## src/rtl/note_sched.sv

```systemverilog
// note_sched: byte-command note sequencer.
// Receives command bytes (one per rising edge of rx_stop) into a small FIFO and plays them
// one at a time: [7:3] is the pitch code (0 = rest), [2:0] is the duration in beats minus one.
// Each note is followed by a fixed silent gap.
//
// Ports:
//   clk        - single clock, rising edge
//   rst        - synchronous active-high reset, overrides clr
//   rx_stop    - receiver byte-valid level; a rising edge pushes rx_data
//   rx_data    - command byte
//   play_en    - allows the next note to be loaded
//   clr        - synchronous flush of FIFO and abort of the current note
//   note       - pitch code of the current/last note
//   tone_on    - high while a non-rest note sounds
//   busy       - high in LOAD, PLAY and GAP
//   fifo_empty - FIFO holds no entries
//   fifo_full  - FIFO holds DEPTH entries
//   level      - FIFO occupancy, 0..DEPTH
//   ovf        - sticky flag, set when a push is dropped on a full FIFO
module note_sched #(
  parameter int unsigned BEAT_CYCLES = 12500000,
  parameter int unsigned GAP_CYCLES  = 1250000,
  parameter int unsigned DEPTH       = 8
) (
  input  logic                     clk,
  input  logic                     rst,
  input  logic                     rx_stop,
  input  logic [7:0]               rx_data,
  input  logic                     play_en,
  input  logic                     clr,
  output logic [4:0]               note,
  output logic                     tone_on,
  output logic                     busy,
  output logic                     fifo_empty,
  output logic                     fifo_full,
  output logic [$clog2(DEPTH):0]   level,
  output logic                     ovf
);

  localparam int unsigned AW = $clog2(DEPTH);
  localparam int unsigned LW = AW + 1;
  localparam int unsigned BW = (BEAT_CYCLES > 1) ? $clog2(BEAT_CYCLES) : 1;
  localparam int unsigned GW = (GAP_CYCLES > 1) ? $clog2(GAP_CYCLES) : 1;

  localparam logic [BW-1:0] BeatLast  = BW'(BEAT_CYCLES - 1);
  localparam logic [GW-1:0] GapLast   = GW'(GAP_CYCLES - 1);
  localparam logic [LW-1:0] LevelFull = LW'(DEPTH);

  localparam logic [1:0] StIdle = 2'd0;
  localparam logic [1:0] StLoad = 2'd1;
  localparam logic [1:0] StPlay = 2'd2;
  localparam logic [1:0] StGap  = 2'd3;

  logic [1:0]    state_q, state_d;
  logic [4:0]    note_q, note_d;
  logic [2:0]    beats_q, beats_d;
  logic [BW-1:0] beat_cnt_q, beat_cnt_d;
  logic [GW-1:0] gap_cnt_q, gap_cnt_d;
  logic          tone_q, busy_q, empty_q, full_q, ovf_q;

  logic [7:0]    mem_q [DEPTH];
  logic [AW-1:0] wr_ptr_q, rd_ptr_q;
  logic [LW-1:0] level_q, level_d;

  logic          rx_prev_q;
  // Set once rx_stop has been seen low, so a level still high out of reset is not a push.
  logic          rx_armed_q;

  logic          push_req, push_ok, push_drop, pop, fifo_nonempty, full_now;
  logic [7:0]    head;

  assign push_req      = rx_stop & ~rx_prev_q & rx_armed_q;
  assign fifo_nonempty = (level_q != '0);
  assign full_now      = (level_q == LevelFull);
  assign pop           = (state_q == StLoad) && fifo_nonempty;
  // On a full FIFO a push is only accepted when the same edge frees a slot.
  assign push_ok       = push_req && (!full_now || pop);
  assign push_drop     = push_req && full_now && !pop;
  assign head          = mem_q[rd_ptr_q];

  always_comb begin
    level_d = level_q;
    if (push_ok && !pop) begin
      level_d = level_q + 1'b1;
    end else if (pop && !push_ok) begin
      level_d = level_q - 1'b1;
    end
  end

  always_comb begin
    state_d    = state_q;
    note_d     = note_q;
    beats_d    = beats_q;
    beat_cnt_d = beat_cnt_q;
    gap_cnt_d  = gap_cnt_q;
    case (state_q)
      StIdle: begin
        if (play_en && fifo_nonempty) state_d = StLoad;
      end
      StLoad: begin
        note_d     = head[7:3];
        beats_d    = head[2:0];
        beat_cnt_d = '0;
        state_d    = StPlay;
      end
      StPlay: begin
        if (beat_cnt_q == BeatLast) begin
          beat_cnt_d = '0;
          if (beats_q == 3'd0) begin
            state_d   = StGap;
            gap_cnt_d = '0;
          end else begin
            beats_d = beats_q - 3'd1;
          end
        end else begin
          beat_cnt_d = beat_cnt_q + 1'b1;
        end
      end
      StGap: begin
        if (gap_cnt_q == GapLast) begin
          state_d = (play_en && fifo_nonempty) ? StLoad : StIdle;
        end else begin
          gap_cnt_d = gap_cnt_q + 1'b1;
        end
      end
      default: state_d = StIdle;
    endcase
  end

  always_ff @(posedge clk) begin
    if (rst) begin
      state_q    <= StIdle;
      note_q     <= '0;
      beats_q    <= '0;
      beat_cnt_q <= '0;
      gap_cnt_q  <= '0;
      tone_q     <= 1'b0;
      busy_q     <= 1'b0;
      wr_ptr_q   <= '0;
      rd_ptr_q   <= '0;
      level_q    <= '0;
      empty_q    <= 1'b1;
      full_q     <= 1'b0;
      ovf_q      <= 1'b0;
    end else if (clr) begin
      state_q    <= StIdle;
      note_q     <= '0;
      beats_q    <= '0;
      beat_cnt_q <= '0;
      gap_cnt_q  <= '0;
      tone_q     <= 1'b0;
      busy_q     <= 1'b0;
      wr_ptr_q   <= '0;
      rd_ptr_q   <= '0;
      level_q    <= '0;
      empty_q    <= 1'b1;
      full_q     <= 1'b0;
      ovf_q      <= 1'b0;
    end else begin
      state_q    <= state_d;
      note_q     <= note_d;
      beats_q    <= beats_d;
      beat_cnt_q <= beat_cnt_d;
      gap_cnt_q  <= gap_cnt_d;
      tone_q     <= (state_d == StPlay) && (note_d != 5'd0);
      busy_q     <= (state_d != StIdle);
      if (push_ok) wr_ptr_q <= wr_ptr_q + 1'b1;
      if (pop)     rd_ptr_q <= rd_ptr_q + 1'b1;
      level_q    <= level_d;
      empty_q    <= (level_d == '0);
      full_q     <= (level_d == LevelFull);
      if (push_drop) ovf_q <= 1'b1;
    end
  end

  // Edge detector keeps tracking rx_stop through clr so a held level never re-pushes.
  always_ff @(posedge clk) begin
    if (rst) begin
      rx_prev_q  <= 1'b0;
      rx_armed_q <= 1'b0;
    end else begin
      rx_prev_q <= rx_stop;
      if (!rx_stop) rx_armed_q <= 1'b1;
    end
  end

  always_ff @(posedge clk) begin
    if (!rst && !clr && push_ok) mem_q[wr_ptr_q] <= rx_data;
  end

  assign note       = note_q;
  assign tone_on    = tone_q;
  assign busy       = busy_q;
  assign fifo_empty = empty_q;
  assign fifo_full  = full_q;
  assign level      = level_q;
  assign ovf        = ovf_q;

endmodule

```

## config.mk

```make
export PLATFORM = sky130hd
export DESIGN_NAME = note_sched
export DESIGN_NICKNAME = d
export VERILOG_FILES = /design/src/rtl/note_sched.sv
export SDC_FILE = /design/constraint.sdc
export NUM_CORES = 1
export LEC_CHECK = 0
export ABC_AREA = 1
export CAP_MARGIN = 10
export CORE_MARGIN = 2
export CORE_UTILIZATION = 50
export CTS_BUF_LIST = sky130_fd_sc_hd__clkbuf_4 sky130_fd_sc_hd__clkbuf_8 sky130_fd_sc_hd__clkbuf_16
export CTS_CLUSTER_DIAMETER = 150
export DETAILED_ROUTE_END_ITERATION = 10
export PLACE_DENSITY = 0.7
export SLEW_MARGIN = 20
export SYNTH_ARGS = -nofsm -noshare
export SYNTH_HDL_FRONTEND = slang
export SYNTH_SLANG_ARGS = --single-unit
```

## constraint.sdc

```tcl
create_clock -name clk -period 2.1 [get_ports clk]
set_input_delay 0.42 -clock clk [delete_from_list [all_inputs] [get_ports clk]]
set_output_delay 0.42 -clock clk [all_outputs]
set_load 0.1 [all_outputs]
```

# [Yosys cells after proc, flatten, opt, wreduce, memory -nomap -nowiden]
# Memory sizes are Yosys's and may differ from the RTL's. A register that Yosys moved wholly into a read port is not among the register bits.
# Cells that the tools add are included.
[word_totals] n_memories=1 output_inout_bits=14 word_cells=87 input_bits=13 reg_bits=72 ram_bits=64
[op_classes] mux=22 reduce_logical=27 n_bitwise=3 add_sub_neg=7 eq_ne=12
[mem_list] name="mem_q" words=8 word_bits=8 rd=1 rd_clocked_by_memory_dff=1 write_ports=1 line_no="61" text="logic [7:0] mem_q [DEPTH];"
[op_table] cell="21-bit 2-to-1 mux" n=3
[op_table] cell="24-bit case mux with 2 select lines" n=1
[op_table] cell="21-bit case mux with 2 select lines" n=1
[op_table] cell="24-bit by 1-bit adder with 24-bit output (second input constant)" n=1
[op_table] cell="24-bit == test (second input constant)" n=1
[op_table] cell="24-bit 2-to-1 mux" n=1
[op_table] cell="21-bit by 1-bit adder with 21-bit output (second input constant)" n=1
[op_table] cell="21-bit == test (second input constant)" n=1
[op_table] cell="3-bit 2-to-1 mux" n=4
[op_table] cell="1-bit logical AND" n=10
[op_table] cell="4-bit == test (second input constant)" n=2
[op_table] cell="2-bit 2-to-1 mux" n=4
[op_table] cell="4-bit 2-to-1 mux" n=2
[op_table] cell="2-bit != test (second input constant)" n=4
[op_table] cell="2-bit case mux with 4 select lines" n=1
[op_table] cell="3-bit by 1-bit adder with 3-bit output (second input constant)" n=2
[op_table] cell="2-bit == test (second input constant)" n=3
[op_table] cell="3-bit case mux with 2 select lines" n=1
[op_table] cell="2-bit nonzero test" n=3
[op_table] cell="1-bit logical NOT" n=5
[op_table] cell="5-bit 2-to-1 mux" n=1
[op_table] cell="5-bit nonzero test" n=1
[op_table] cell="4-bit by 1-bit adder with 4-bit output (second input constant)" n=1
[op_table] cell="4-bit logical NOT" n=1
[op_table] cell="13 further kinds" n=16

# [Logic depth before layout (Yosys ltp)]
# Gate-level depths: netlist of run 1.
[logic_depth] word_depth=9 depth_mapped=13 depth_no_buf=12

# [Worst setup path after synthesis of run 1]
# OpenSTA, ideal clock, no wires.
[synth_path] path_type="reg2reg" from="register level_q[0] (netlist: level[0])" to="memory mem_q[4][0] (enable)" arrival_time_ns=2.375 stages_incl_launch_ff=9 required_time_ns=1.730 period_less_slack_ns=2.745 setup_slack_ns=-0.645 setup_time_ns=0.370 path_buffers=0 cell_sequence="dfxtp_1 > inv_1 > ha_1 > nand2_1 > inv_1 > nand3_1 > nand2_1 > or2_2 > nor2_1"
[synth_between] elab_chain_cells=7 elab_cells_between_ends=9 cone_classes="eq/ne (1); mux (2); reduce/logical (6)"
[synth_lines] item="start, declared" line_no="63" text="logic [LW-1:0] level_q, level_d;"
[synth_lines] item="start signal, assigned" line_no="169" text="level_q <= level_d;"
[synth_lines] item="4-bit == test or 4-bit nonzero test (tied branches)" line_no="74, 73"
[synth_lines] item="1-bit logical NOT or 1-bit logical AND (tied branches)" line_no="77, 75"
[synth_lines] item="1-bit logical OR *" line_no="77" text="assign push_ok = push_req && (!full_now || pop);"
[synth_lines] item="1-bit logical AND *" line_no="77"
[synth_lines] item="1-bit logical AND *" line_no="188" text="if (!rst && !clr && push_ok) mem_q[wr_ptr_q] <= rx_data;"
[synth_lines] item="1-bit 2-to-1 mux *" line_no="188"
[synth_lines] item="1-bit 2-to-1 mux (not written as such) *" line_no="188"
[synth_lines] item="end, declared" line_no="61"
# Every way passes the cells marked *; elsewhere a longest branch is shown, timed or not.

# [Worst setup path in the final report of run 1]
[layout_path] from="register state_q[1]" to="memory mem_q[2][3] (enable)"
[layout_between] elab_chain_cells=7
[layout_lines] item="start, declared" line_no="54" text="logic [1:0] state_q, state_d;"
[layout_lines] item="start signal, assigned" line_no="132" text="state_q <= StIdle;"
[layout_lines] item="start signal, assigned" line_no="146" text="state_q <= StIdle;"
[layout_lines] item="start signal, assigned" line_no="160" text="state_q <= state_d;"
[layout_lines] item="2-bit by 1-bit == test with 1-bit output" line_no="75" text="assign pop = (state_q == StLoad) && fifo_nonempty;"
[layout_lines] item="1-bit logical AND" line_no="75"
[layout_lines] item="1-bit logical OR" line_no="77"
[layout_lines] item="1-bit logical AND" line_no="77"
[layout_lines] item="1-bit logical AND" line_no="188"
[layout_lines] item="1-bit 2-to-1 mux" line_no="188"
[layout_lines] item="1-bit 2-to-1 mux (not written as such)" line_no="188"
# Every way passes these cells.

==> reports/results.txt, run 1 <==
At the placement stage, the worst setup path has a slack of -0.0286 ns. The overall die height came out at 121 um. The congestion estimate from routability-driven global placement came to 0.894. Once placement completed, the tool counted placed cells totaling 1042. The placement row count came out at 42. Detailed routing inserted a total of 5465 vias. Before antenna repair, the detailed router went through 4 iterations. The via count of the first global-routing pass was 5051. Fill cells in the final layout number 1186. When the netlist entered floorplanning its net count stood at 859. After synthesis, the mean cell area works out to 8.19 um2. The run gives 0 as the initial antenna violation count.

For this run, the leading register cell type out of synthesis is sky130_fd_sc_hd__dfxtp_1. The tools report the number of top-level pins as 27. The share of final-layout standard cells stronger than drive strength 1 was 16.3%. Synthesis produced 834 cells.

The number of different library cells used by synthesis comes to 36. Number of DRC violations after detailed routing: 0. The number of antenna diodes in the final layout is 0.

The minimum clock period was 1.92 ns; the final period utilization was 91.5%. Yosys mapped a number of flops with a built-in enable equal to 64. Adding up every negative setup slack in the final design gives 0 ns. For this run, the post-layout net count is 910.

The worst hold path begins at rx_armed_q$_SDFFE_PP0N_. The critical path arrival came out at 2.05 ns. In this run, flip-flops and latches consume 47.3% of the power. For this design the total switching power over the nets is 1.23 mW.

The number of buffers added to fix hold violations after cts was 0. The total clock buffers created by CTS was 17; the cell-internal power was 4.78 mW. Along the worst hold path, the cell count comes to 2.

After synthesis, the most frequently instantiated cells are 190 x sky130_fd_sc_hd__nand2_1, 136 x sky130_fd_sc_hd__nor2_1, 78 x sky130_fd_sc_hd__inv_1. After clock tree synthesis, the clock-pin slew on the worst setup and hold paths is 0.06 ns. The largest clock skew in the final design was 0.00661 ns.

In this run the worst setup path begins at state_q[1]$_SDFF_PP0_. Max-cap check violation count: 0. The longest clock path from root to sink contains 2 buffers.

Element type at the critical path start: a flop. The critical path's slowest cell was sky130_fd_sc_hd__dfxtp_1. The tools report the kind of end point of the critical path as a flop. Clock tree synthesis selected as its root buffer the cell sky130_fd_sc_hd__clkbuf_16. Data on the critical path is required at its endpoint by 2.22 ns. After the flow finishes, the layout carries non-filler instances totaling 1074. TritonCTS built the clock tree. The tools report the total count of hold-check failures in the final report as 0.

Maximum number of pins on one net before global-route repair: 28. The analysis attributes to cell leakage a power of 2.92 nW. The logs give 51.4% for the effective utilization at floorplan and 6830 um2 for the mapped cell area. In the routed layout, each cell is associated on average with a via count of 5.09.

In this run the cell area measured after placement is 7380 um2. Setup repair after global routing left no endpoint under its margin. The clock latency reported for the late side of the worst-skew pair is 0.42 ns.

During synthesis, Yosys emitted a total of 0 warnings. Layout overhead on the synthesized area: 16.9%. The worst path setup slack after routing is 0.178 ns, and the area of all placed cells without fillers is 7980 um2. The count of buffers added on input and output ports is 26. The first routing iteration left 425 violations. The depth of the worst register-to-register path is 8, and the maximum achievable frequency is 520 MHz. The worst hold path terminates at rx_armed_q$_SDFFE_PP0N_.

End of the worst register-to-register path: mem_q[2][3]$_DFFE_PP_. The slew of the pin with the lowest slew margin came out at 0.449 ns. The count of endpoints failing setup in the final report was 0; the area fraction of the dominant cell type after synthesis was 28.1%. The clock network burns 49.8% of the power. In this run the register-to-register setup slack is 0.18 ns. In this run the worst hold path is classified as reg2reg.

The switching part of the total power is 20.5%. Library cell occupying the most area in the post-synthesis netlist: sky130_fd_sc_hd__edfxtp_1. After floorplanning, the core was sized to cover 13300 um2. Sequential elements use 50.1% of the synthesized area. The global-route total usage across every layer was 21.5%; the combinational share of power was 2.9%. The most instantiated library cell after synthesis was sky130_fd_sc_hd__nand2_1. For the TritonCTS sink count, the log shows 139.

The first-pass GRT wire length came out at 24.4 mm. After legalization and detailed placement, the total HPWL measured 10.4 mm. The post-synthesis register bit count was 139; the wire length per cell after detailed routing was 14.0 um. The worst pin sits at a relative slew slack of 70.0%. For this block, the routed nets add up to 15.0 mm of wire. The residual overflow from global routing is 0. The worst setup path is of the reg2reg kind.

By area the synthesized netlist is led by sky130_fd_sc_hd__edfxtp_1 28%, sky130_fd_sc_hd__dfxtp_1 22%, sky130_fd_sc_hd__nand2_1 10%. The largest single stage delay on the critical path is 0.35 ns. The run gives 0 as the post-detailed-route count of antenna-violating nets. By instance count, the cell type seen most on the critical path is sky130_fd_sc_hd__inv_1.

The worst register-to-register path begins at state_q[1]$_SDFF_PP0_. For the number of pins exceeding their max-slew limit in the final report, the log shows 0. The flow ran to the end, and the final reports show no timing, DRC or antenna violations. For this run, asynchronously set or reset flops after synthesis account for 0%.

The area enclosed by the die boundary was 14600 um2. The count of buffers added by post-CTS timing repair for setup is 0, and the chip width is 121 um. Walking the worst path, the cells encountered are inv_1 -> ha_2 -> inv_1 -> nand3_1 -> nand2_1 -> or2_2 -> nor2_1 -> buf_4.

The H-tree generated during clock tree synthesis spans 4 levels. The largest fanout of any net on the critical path is 8, and the peak supply drop is 0.525 mV. Dividing total power by cell area gives a power density of 753 nW/um2.
==> worst max path at each step <==
stage                                  end  slack (ns)
4_1_cts              mem_q[2][3]$_DFFE_PP_        0.14
5_1_grt        beat_cnt_q[17]$_SDFFE_PP0P_        0.02
3_3_place_gp         mem_q[2][3]$_DFFE_PP_       -0.03
2_1_floorplan        mem_q[4][0]$_DFFE_PP_       -0.10
6_report             mem_q[2][3]$_DFFE_PP_        0.18
3_5_place_dp         mem_q[6][4]$_DFFE_PP_       -0.03
==> worst max-delay path, delay by kind of cell, from the launching register on <==
| kind | cells | cell delay, ns |
|---|---|---|
| buf+inv | 3 | 0.41 |
| flops | 1 | 0.35 |
| simple gates | 4 | 0.63 |
| fa+ha+maj | 1 | 0.23 |
==> cell type report <==
type / count / area (um2) / share of cell area [%]
tap: 176 / 220 / 2.76
timing repair buffer: 57 / 483 / 6.05
clock inverter: 9 / 111 / 1.40
inverter: 85 / 322 / 4.03
sequential: 139 / 3430 / 43.0
clock buffer: 23 / 489 / 6.13
multi-input combinational: 585 / 2920 / 36.6
==> cell families (layout without fill, tap and decap cells) <==
family | after synthesis | count (layout) | share of synthesized area, %
AOI/OAI and AO/OA | 88 | 88 | 7.97
xor gates and xnor gates | 25 | 25 | 3.21
adders and majority gates | 12 | 12 | 2.20
buffers and inverters | 110 | 174 | 7.11
DFF | 139 | 139 | 50.1
and+or+nand+nor | 460 | 460 | 29.4
==> sequential cells by signal (all words and copies together), names as in the netlist, 2 cells and up, named ones only <==
register / flops
beat_cnt_q: 24
beats_q: 3
gap_cnt_q: 21
level: 4
mem_q: 64
note: 5
rd_ptr_q: 3
state_q: 2
wr_ptr_q: 3
==> metrics by stage <==
stage / util [%] / hold slack [ns] / power [mW]
floorplan: - / 0.440 / 2.99
global placement: 55.5 / 0.462 / 3.07
detailed placement: 55.5 / 0.464 / 3.07
CTS: 60.0 / 0.477 / 6.05
global route: 60.0 / 0.507 / 6.19
finish: 60.0 / 0.469 / 6.01
==> metal layers <==
layer	vias up	global-route usage, %	wire length, um
li1	2819	-	-
met2	125	35.0	7280
met3	18	5.08	670
met5	-	0	0
met1	2503	27.8	6790
met4	0	8.36	262
==> cell usage in the layout (no fill, tap or decap), types with 22 or more instances in the layout <==
master / count
sky130_fd_sc_hd__nand3_1: 65
sky130_fd_sc_hd__o21ai_0: 32
sky130_fd_sc_hd__a21oi_1: 22
sky130_fd_sc_hd__nand2_1: 190
sky130_fd_sc_hd__buf_4: 43
sky130_fd_sc_hd__inv_1: 78
sky130_fd_sc_hd__edfxtp_1: 64
sky130_fd_sc_hd__dfxtp_1: 72
sky130_fd_sc_hd__nor2_1: 136
==> power groups by stage <==
| stage | clock [mW] | combinational [mW] | sequential (mW) |
|---|---|---|---|
| after CTS | 3.03 | 0.175 | 2.84 |
| after detailed placement | 0 | 0.174 | 2.90 |
| final | 3.00 | 0.174 | 2.84 |
| after global routing | 3.16 | 0.189 | 2.84 |
| after global placement | 0 | 0.174 | 2.90 |
| after floorplan | 0 | 0.0734 | 2.91 |
==> timing repair <==
| action | CTS | global route |
|---|---|---|
| endpoints found under the setup margin | 0 | 34 |
| resized for setup | 0 | 1 |
| hold endpoints to repair | 0 | 0 |
Note: power is estimated with default switching activity, not from simulation.
==> run 2, diff against run 1 <==
--- a/config.mk
+++ b/config.mk
@@ -7,12 +7,12 @@
 export LEC_CHECK = 0
 export ABC_AREA = 1
 export CAP_MARGIN = 10
-export CORE_MARGIN = 2
 export CORE_UTILIZATION = 50
 export CTS_BUF_LIST = sky130_fd_sc_hd__clkbuf_4 sky130_fd_sc_hd__clkbuf_8 sky130_fd_sc_hd__clkbuf_16
 export CTS_CLUSTER_DIAMETER = 150
 export DETAILED_ROUTE_END_ITERATION = 10
 export PLACE_DENSITY = 0.7
+export SETUP_SLACK_MARGIN = 0.1
 export SLEW_MARGIN = 20
 export SYNTH_ARGS = -nofsm -noshare
 export SYNTH_HDL_FRONTEND = slang
==> run 2 against run 1 <==
  * Critical endpoint is now beat_cnt_q[17]$_SDFFE_PP0P_
  * Largest power group unchanged
  * Maximum frequency rose by 0.74%
  * Sequential power about the same
  * Combinational power about the same
  * Register-to-register slack is essentially flat
  * Die area down 3.3%
  * Clock power shrank 5%
  * Cell count grew 0.47%
  * Critical path depth grew 1
  * Via count decreased by 0.37%
  * Final area increased by 0.78%
  * Worst hold slack improved by 0.0065 ns
  * Power is 2.3% lower
==> reports/results.txt, run 2 (synthesis gave the netlist of run 1 again) <==
The run gives 17 (unchanged) as the total clock buffers created by CTS. The library cells used most frequently in the layout, excluding fill and tap cells, are 190 x sky130_fd_sc_hd__nand2_1, 129 x sky130_fd_sc_hd__nor2_1, 78 x sky130_fd_sc_hd__inv_1. The sequential cell area in the final layout was 3430 um2 (about the same). For the count of endpoints failing setup in the final report, the log shows 0 (unchanged). The most critical setup path has its startpoint at state_q[0]$_SDFF_PP0_. Setup repair after global routing could not meet its margin everywhere. The tools report the TritonCTS sink count as 139 (unchanged). The static leakage was 2.92 nW (+0.23%); the wire length per cell after detailed routing was 13.6 um (-2.6%). The total count of hold-check failures in the final report was 0 (unchanged). The chip width is 119 um (-1.7%). For this design, the slowest cell found on the critical path is sky130_fd_sc_hd__ha_2. The layout overhead on the synthesized area was 17.8%.

Post-CTS clock slew at the launch and capture registers of the worst setup and hold paths: 0.06 ns (about the same). The run gives 0 (unchanged) as the number of diodes. Residual overflow from global routing: 0 (unchanged). The final period utilization is 90.8% (-0.67 points). The initial antenna violation count is 0 (unchanged), and the effective utilization at floorplan is 51.4% (unchanged). The placement row count was 42 (unchanged).

The share of final-layout standard cells stronger than drive strength 1 was 18.1% (+1.8 points). Number of pins exceeding their max-slew limit in the final report: 0 (unchanged). The tools report the placeable core area as 13300 um2 (unchanged). The power density relative to cell area was 730 nW/um2 (-3.1%); the maximum number of pins on one net before global-route repair was 44 (+57%). The instance count after placement with tap cells included is 1047 (+0.48%). The run gives 0 (unchanged) as the post-detailed-route count of antenna-violating nets. The tools report the global-route total usage across every layer as 21.9% (+0.43 points).

The overall die height was 119 um (-1.7%). The tools report the multi-input gate area in the final layout as 2970 um2 (+1.8%). Kind of end point of the critical path: a flop. Flip-flop count of the largest register after layout: 64 (unchanged). Hold path startpoint: rx_armed_q$_SDFFE_PP0N_. Category of the critical setup timing path: reg2reg.

The delay of the slowest critical-path stage works out to 0.41 ns (+0.06 ns). The detailed-placement wirelength estimate was 10.2 mm (-1.8%); the number of fillers in the final layout was 1194 (+0.67%). The overall power was 5.87 mW (-2.3%).

TritonCTS built the clock tree. The flow ran to the end, and the final reports show no timing, DRC or antenna violations. The logs give 0.548 mV (+4.4%) for the peak supply drop and 524 MHz (+0.74%) for the maximum achievable frequency. In this run the worst hold path is classified as reg2reg.

The number of DRC violations after detailed routing is 0 (unchanged), and the final net count is 915 (+0.55%). The signal on the critical path passes through inv_1 -> ha_2 -> and3_1 -> nand2_1 -> inv_1 -> nand2_1 -> nor2_1 -> xnor2_1 -> nor2_1. For the area enclosed by the die boundary, the log shows 14100 um2 (-3.3%). The tools report the root buffer cell as sky130_fd_sc_hd__clkbuf_16. The largest fanout of any net on the critical path works out to 5 (-3). The max-cap check violation count was 0 (unchanged).

For the via count, the log shows 5445 (-0.37%). Register with the most flip-flops: mem_q. For the largest clock skew in the final design, the log shows 0.00868 ns (+0.00207 ns). The most common library cell in the layout ignoring fill and taps was sky130_fd_sc_hd__nand2_1. Clock tree buffer depth: 2 (unchanged). The first-pass GRT wire length is 24.1 mm (-1.4%). The run gives 4 (unchanged) as the number of levels in the clock H-tree. The run gives 2.41 ns (+0.19 ns) as the worst path required time. The number of standard cells in the final layout excluding fillers was 1079 (+0.47%). The clock latency reported for the late side of the worst-skew pair was 0.42 ns (about the same); the detailed-route vias per instance was 5.05 (-0.83%). The critical path arrival was 2.22 ns (+0.17 ns); the number of top-level pins was 27 (unchanged).

The placer congestion estimate is 0.847 (-5.2%), and the via count of the first global-routing pass is 5009 (-0.83%). For the first-pass iteration count of the detailed router, the log shows 5 (+1). The slew of the pin with the lowest slew margin was 0.445 ns (-0.00436 ns); the remaining max-slew budget at the tightest pin was 70.3% (+0.29 points). The total wire length after detailed routing came out at 14.7 mm (-2.2%).

The largest registers in the layout are mem_q (64), beat_cnt_q (24), gap_cnt_q (21). The count of input and output buffers came out at 26 (unchanged). The worst reg2reg path startpoint was state_q[0]$_SDFF_PP0_. The worst setup path is launched from a flop. The number of DRC markers after the initial detailed-route iteration is 455 (+7.1%), and the minimum clock period is 1.91 ns (-0.0140 ns).
run 2: path summary, 6_finish.rpt:
check | depth (start not counted) | slack [ns] | end
worst max register to register | 9 | 0.19 | beat_cnt_q[17]$_SDFFE_PP0P_
worst max-delay path | 9 | 0.19 | beat_cnt_q[17]$_SDFFE_PP0P_
worst min-delay path | 2 | 0.47 | rx_armed_q$_SDFFE_PP0N_
worst min register to register | 2 | 0.47 | rx_armed_q$_SDFFE_PP0N_
run 2: final cells by class:
cell class	instances	share of cell area, %
clock buffer	17	5.29
clock inverter	15	1.73
inverter	85	4.06
multi-input combinational	585	37.0
sequential	139	42.7
tap	176	2.74
timing repair buffer	62	6.52
run 2: metrics by stage:
step	setup TNS (ns)	hold slack (ns)	utilization, %	worst slack, ns	area (um2)
final	0	0.475	60.5	0.192	8040
after global routing	0	0.502	60.5	0.0595	8040
after CTS	0	0.478	60.1	0.158	7990
after detailed placement	-1.82	0.465	55.9	-0.0452	7430
after global placement	-2.37	0.463	55.9	-0.0859	7430
after floorplan	0	0.440	-	0.0418	6850
run 2: layer usage:
metal | vias up | routed length [um] | part of all wire [%] | GRT usage, %
met5 | - | 0 | 0 | 0
met4 | 0 | 185 | 1.3 | 6.33
met3 | 16 | 547 | 3.7 | 4.84
met2 | 112 | 7130 | 49 | 37.1
met1 | 2491 | 6830 | 46 | 28.2
li1 | 2826 | - | - | -
run 2: worst max-delay path: cells and delay by family, from the launching register on:
| family | cells | cell delay, ns |
|---|---|---|
| adder cells (fa/ha/maj) | 1 | 0.41 |
| XOR/XNOR | 1 | 0.13 |
| AND/OR/NAND/NOR | 5 | 0.60 |
| flip-flops | 1 | 0.38 |
| buffers and inverters | 2 | 0.28 |
run 2: timing repair:
item | in CTS | in global routing
gates resized for setup | 0 | 13
endpoints found under the setup margin | 0 | 57
hold buffers | 0 | 0
setup buffers | 0 | 0
run 2: power breakdown:
part	switching (mW)	leakage [nW]	internal [mW]
Combinational	0.116	1.48	0.0607
Clock	1.21	0.265	1.65
Sequential	0.00569	1.18	2.84
==> RTL change 1, RTL diff (config.mk and constraints of run 1) <==
Set the parameter `GAP_CYCLES` to 2500000 (it was 1250000).
--- a/src/rtl/note_sched.sv
+++ b/src/rtl/note_sched.sv
@@ -19,7 +19,7 @@
 //   ovf        - sticky flag, set when a push is dropped on a full FIFO
 module note_sched #(
   parameter int unsigned BEAT_CYCLES = 12500000,
-  parameter int unsigned GAP_CYCLES  = 1250000,
+  parameter int unsigned GAP_CYCLES  = 2500000,
   parameter int unsigned DEPTH       = 8
 ) (
   input  logic                     clk,
Behaviour: same outputs for any inputs over 10 cycles, from zero or initial values and one cycle with rst high; that may be too few to reach the edited logic, so the function may still have changed.
==> RTL change 1 against run 1 <==
- core utilization down 0.86 points
- routed wire length down 1.7%
- via count up 2.4%
- sequential cell count up 1
- area after synthesis is 1.6% higher
- cell area rose by 1.7%
- total power fell by 3.5%
- worst setup slack lost 0.058 ns
- largest cell class unchanged
==> RTL change 1: results (changes against run 1) <==
----------------------------------------------------
[Status]
  Outcome ... finished clean

[Routing]
  Wirelength, routed ... 14.75 mm (-1.7%)
  Via/cell ratio ... 5.059 (-0.58%)
  Wire length the detailed router placed on met1 ... 7.026 mm (+3.5%)
  Length of routed met3 wiring ... 837 um (+25%)
  Routed length on met2 ... 6.607 mm (-9.3%)
  DRT Pass-1 Iters ... 8 (+4)
  Violation count after the first detailed-route iteration ... 461 (+8.5%)

[STA]
  Max frequency ... 0.5051 GHz (-2.9%)
  Fin Clk Skew ... 0.008771 ns (+0.002164 ns)
  Final worst hold slack ... 0.4802 ns (+0.01167 ns)
  Worst rel slew slack ... 64.86% (-5.1 points)

[Power]
  Share of power burned in the clock network ... 46.7% (-3.1 points)
  Switching pwr ... 1.331 mW (+8.0%)
  Leakage power ... 2.951 nW (+1.2%)
  Power Combinational ... 0.230 mW (+32%)

[GRT]
  Total global-route track usage ... 21.33% (-0.19 points)
  First-pass GRT wire length ... 24.46 mm (+0.14%)
  M3 GR Usage ... 5.384% (+0.31 points)
  Vias in the first global route ... 5,131 (+1.6%)

[Synthesis]
  Largest cells by area after synthesis ... sky130_fd_sc_hd__edfxtp_1, sky130_fd_sc_hd__dfxtp_1, sky130_fd_sc_hd__nand2_1
  Most common library cells after synthesis ... sky130_fd_sc_hd__nand2_1, sky130_fd_sc_hd__nor2_1, sky130_fd_sc_hd__inv_1, sky130_fd_sc_hd__dfxtp_1, sky130_fd_sc_hd__nand3_1
  Share of the synthesized area in compound gates (AO/OA/AOI/OAI) ... 8.656% (+0.69 points)
  Gate count of the mapped netlist ... 858 (+2.9%)
  Adder and majority gate portion of the synthesized area ... 2.164% (-0.035 points)

[Floorplanning]
  Die ar. ... 0.01483 mm^2 (+1.6%)

[Worst hold path]
  Launch point of the worst hold path ... ovf
  WHS Endpoint ... ovf

[Final layout]
  Largest registers in the final layout ... mem_q x64, beat_cnt_q x24, gap_cnt_q x22
  Number of non-filler instances in the completed layout ... 1,106 (+3.0%)

[Placed design]
  Worst Setup Slack post-DPL ... -0.1849 ns (-0.1563 ns)

[Worst setup path]
  Register-to-Register Setup Slack ... 0.12 ns (-0.06 ns)
  Worst path arrival time ... 2.16 ns (+0.11 ns)
  RR Endpoint ... mem_q[7][6]
  Top Family by Delay on Critical Path ... buffers and inverters
  Largest stage delay, worst path ... 0.37 ns (+0.02 ns)

----------------------------------------------------
==> RTL change 1: cell type report <==
cell class / count / area share (%)
inverter: 89 / 4.178
clock inverter: 13 / 1.203
sequential: 140 / 42.57
tap: 180 / 2.775
clock buffer: 19 / 5.427
timing repair buffer: 60 / 6.383
multi-input combinational: 605 / 37.47
==> RTL change 1: per-stage QoR <==
step	util [%]	area (um^2)
5_1_grt	59.15	8115
3_3_place_gp	55.09	7559
6_report	59.15	8115
3_5_place_dp	55.09	7559
2_1_floorplan	-	6958
4_1_cts	59.01	8097
==> RTL change 1: repair_timing <==
action | CTS | global route
setup endpoints to repair | 0 | 6
resized for setup | 0 | 7
buffers inserted | 0 | 0
==> RTL change 1: cells by family (layout without fill, tap and decap cells) <==
| family | Yosys count | in the layout |
|---|---|---|
| XOR/XNOR | 25 | 25 |
| adder cells (fa/ha/maj) | 12 | 12 |
| flip-flops | 140 | 140 |
| AO/OA/AOI/OAI | 97 | 97 |
| buffers and inverters | 113 | 181 |
| AND/OR/NAND/NOR | 471 | 471 |
==> RTL change 2, RTL diff (config.mk and constraints of run 1) <==
Made on the original files. Put one more register stage on the output `tone_on`, with the module's reset. The value now appears one clock later. The other outputs are not delayed to match.
--- a/src/rtl/note_sched.sv
+++ b/src/rtl/note_sched.sv
@@ -189,7 +189,13 @@
   end
 
   assign note       = note_q;
-  assign tone_on    = tone_q;
+  always_ff @(posedge clk) begin
+    if (rst) begin
+      tone_on <= '0;
+    end else begin
+      tone_on <= tone_q;
+    end
+  end
   assign busy       = busy_q;
   assign fifo_empty = empty_q;
   assign fifo_full  = full_q;
Formal check against the unedited RTL: not equivalent (a bounded check fails within 10 cycles, from zero or initial values and one cycle with rst high).
==> RTL change 2 against run 1 <==
- sequential cell count up 1
- worst setup slack lost 0.026 ns
- core utilization shrank 0.089 points
- area after synthesis fell by 2.1%
- synthesized cell count shrank 0.96%
- routed wire length decreased by 2.3%
- total power is 0.78% lower
- cell area shrank 1.3%
- cell count decreased by 0.37%
- largest power group unchanged
==> RTL change 2: results (changes against run 1) <==
----------------------------------------------------
[Status]
  Outcome ... finished clean

[Final layout]
  Count of multi-input gates ... 580 (-0.85%)
  Fraction of layout cells with a size suffix above 1 ... 12.64% (-3.6 points)
  Data buffer area share ... 6.516% (+0.46 points)
  Number of sequential storage elements ... 140 (+0.72%)
  Net count, final ... 906 (-0.44%)
  Non-clk invs ... 81 (-4.7%)
  Clock buffers ... 18 (-22%)
  Reg area ... 0.003453 mm^2 (+0.62%)
  Non-clock buffer count in the final layout ... 61 (+7.0%)
  Count of filler cells inserted in the layout ... 1,177 (-0.76%)
  Fraction of standard cell area that is sequential ... 43.87% (+0.85 points)

[GRT]
  Total global-route track usage ... 21.31% (-0.20 points)
  Vias in the first global route ... 5,099 (+0.95%)
  First-pass GRT wire length ... 23.98 mm (-1.8%)
  Largest net degree at the start of global routing ... 43 (+54%)

[Worst setup path]
  Critical Path Fanout Max ... 7 (-1)
  Largest stage delay, worst path ... 0.37 ns (+0.02 ns)
  Worst path arrival time ... 2.26 ns (+0.21 ns)

[Power]
  Leakage power ... 2.890 nW (-0.92%)
  Sw Ratio ... 21.35% (+0.86 points)
  Share of power burned in the clock network ... 49.2% (-0.6 points)
  VDD IR max ... 0.0006512 V (+24%)

[Placed design]
  Count of port buffers added during placement ... 26 (unchanged)
  Total placed instance area ... 0.007281 mm^2 (-1.3%)
  Worst Setup Slack post-DPL ... -0.04295 ns (-0.01436 ns)
  Placed cell count ... 1,038 (-0.38%)

[Worst hold path]
  Launch point of the worst hold path ... tone_q

[STA]
  Worst rel slew slack ... 66.87% (-3.1 points)
  Fin Clk Skew ... 0.006115 ns (-0.0004913 ns)

[Synthesis]
  Largest cells by area after synthesis ... sky130_fd_sc_hd__edfxtp_1, sky130_fd_sc_hd__dfxtp_1, sky130_fd_sc_hd__nand2_1
  Most common library cells after synthesis ... sky130_fd_sc_hd__nand2_1, sky130_fd_sc_hd__nor2_1, sky130_fd_sc_hd__dfxtp_1, sky130_fd_sc_hd__inv_1, sky130_fd_sc_hd__nand3_1
  Mean area per synthesized cell ... 8.092 um^2 (-1.2%)
  Post-synth net total ... 851 (-0.93%)
  Post-synthesis sequential area ratio ... 51.52% (+1.4 points)

[Routing]
  Via/cell ratio ... 5.055 (-0.65%)
  Via total after detailed routing ... 5,409 (-1.0%)
  DRT Pass-1 Iters ... 6 (+2)
  Violation count after the first detailed-route iteration ... 419 (-1.4%)
  Wirelength, routed ... 14.66 mm (-2.3%)

----------------------------------------------------
## RTL change 2: changes by cell type in the layout (fill, tap and decap cells not counted), moves of 5 or more
cell                      delta
sky130_fd_sc_hd__a21oi_1    +21
sky130_fd_sc_hd__nand3_2     -5
sky130_fd_sc_hd__nand2_2    -18
sky130_fd_sc_hd__nor2_2      +5
sky130_fd_sc_hd__a21oi_2    -20
sky130_fd_sc_hd__nand2_1     +6
## RTL change 2: final timing paths
path | endpoint | slack [ns] | depth (start not counted)
worst max register to register | beat_cnt_q[22] | 0.15 | 9
worst max-delay path | beat_cnt_q[22] | 0.15 | 9
worst min-delay path | tone_on | 0.41 | 2
worst min register to register | tone_on | 0.41 | 2
## RTL change 2: power by group through the flow
| stage | clock, mW | combinational, mW | sequential [mW] |
|---|---|---|---|
| after global routing | 3.10 | 0.188 | 2.86 |
| after CTS | 2.97 | 0.173 | 2.86 |
| final | 2.93 | 0.173 | 2.86 |
| after global placement | 0 | 0.170 | 2.92 |
| after detailed placement | 0 | 0.172 | 2.92 |
| after floorplan | 0 | 0.0703 | 2.93 |
## RTL change 2: cells by family (layout without fill, tap and decap cells)
kind of cell    Yosys count  count (layout)  synth area share, %
buf+inv                 106             174                6.739
fa+ha+maj                12              12                2.246
flops                   140             140                51.52
xor+xnor                 26              26                3.407
compound gates           94              94                7.469
simple gates            448             448                28.62
## RTL change 2: routing by layer
layer  global-route usage (%)  up-vias  routed length, um
li1                         -     2794                  -
met1                    26.80     2446               6683
met2                    35.46      139               6889
met3                    5.418       30                748
met4                    8.015        0                340
met5                        0        -                  0
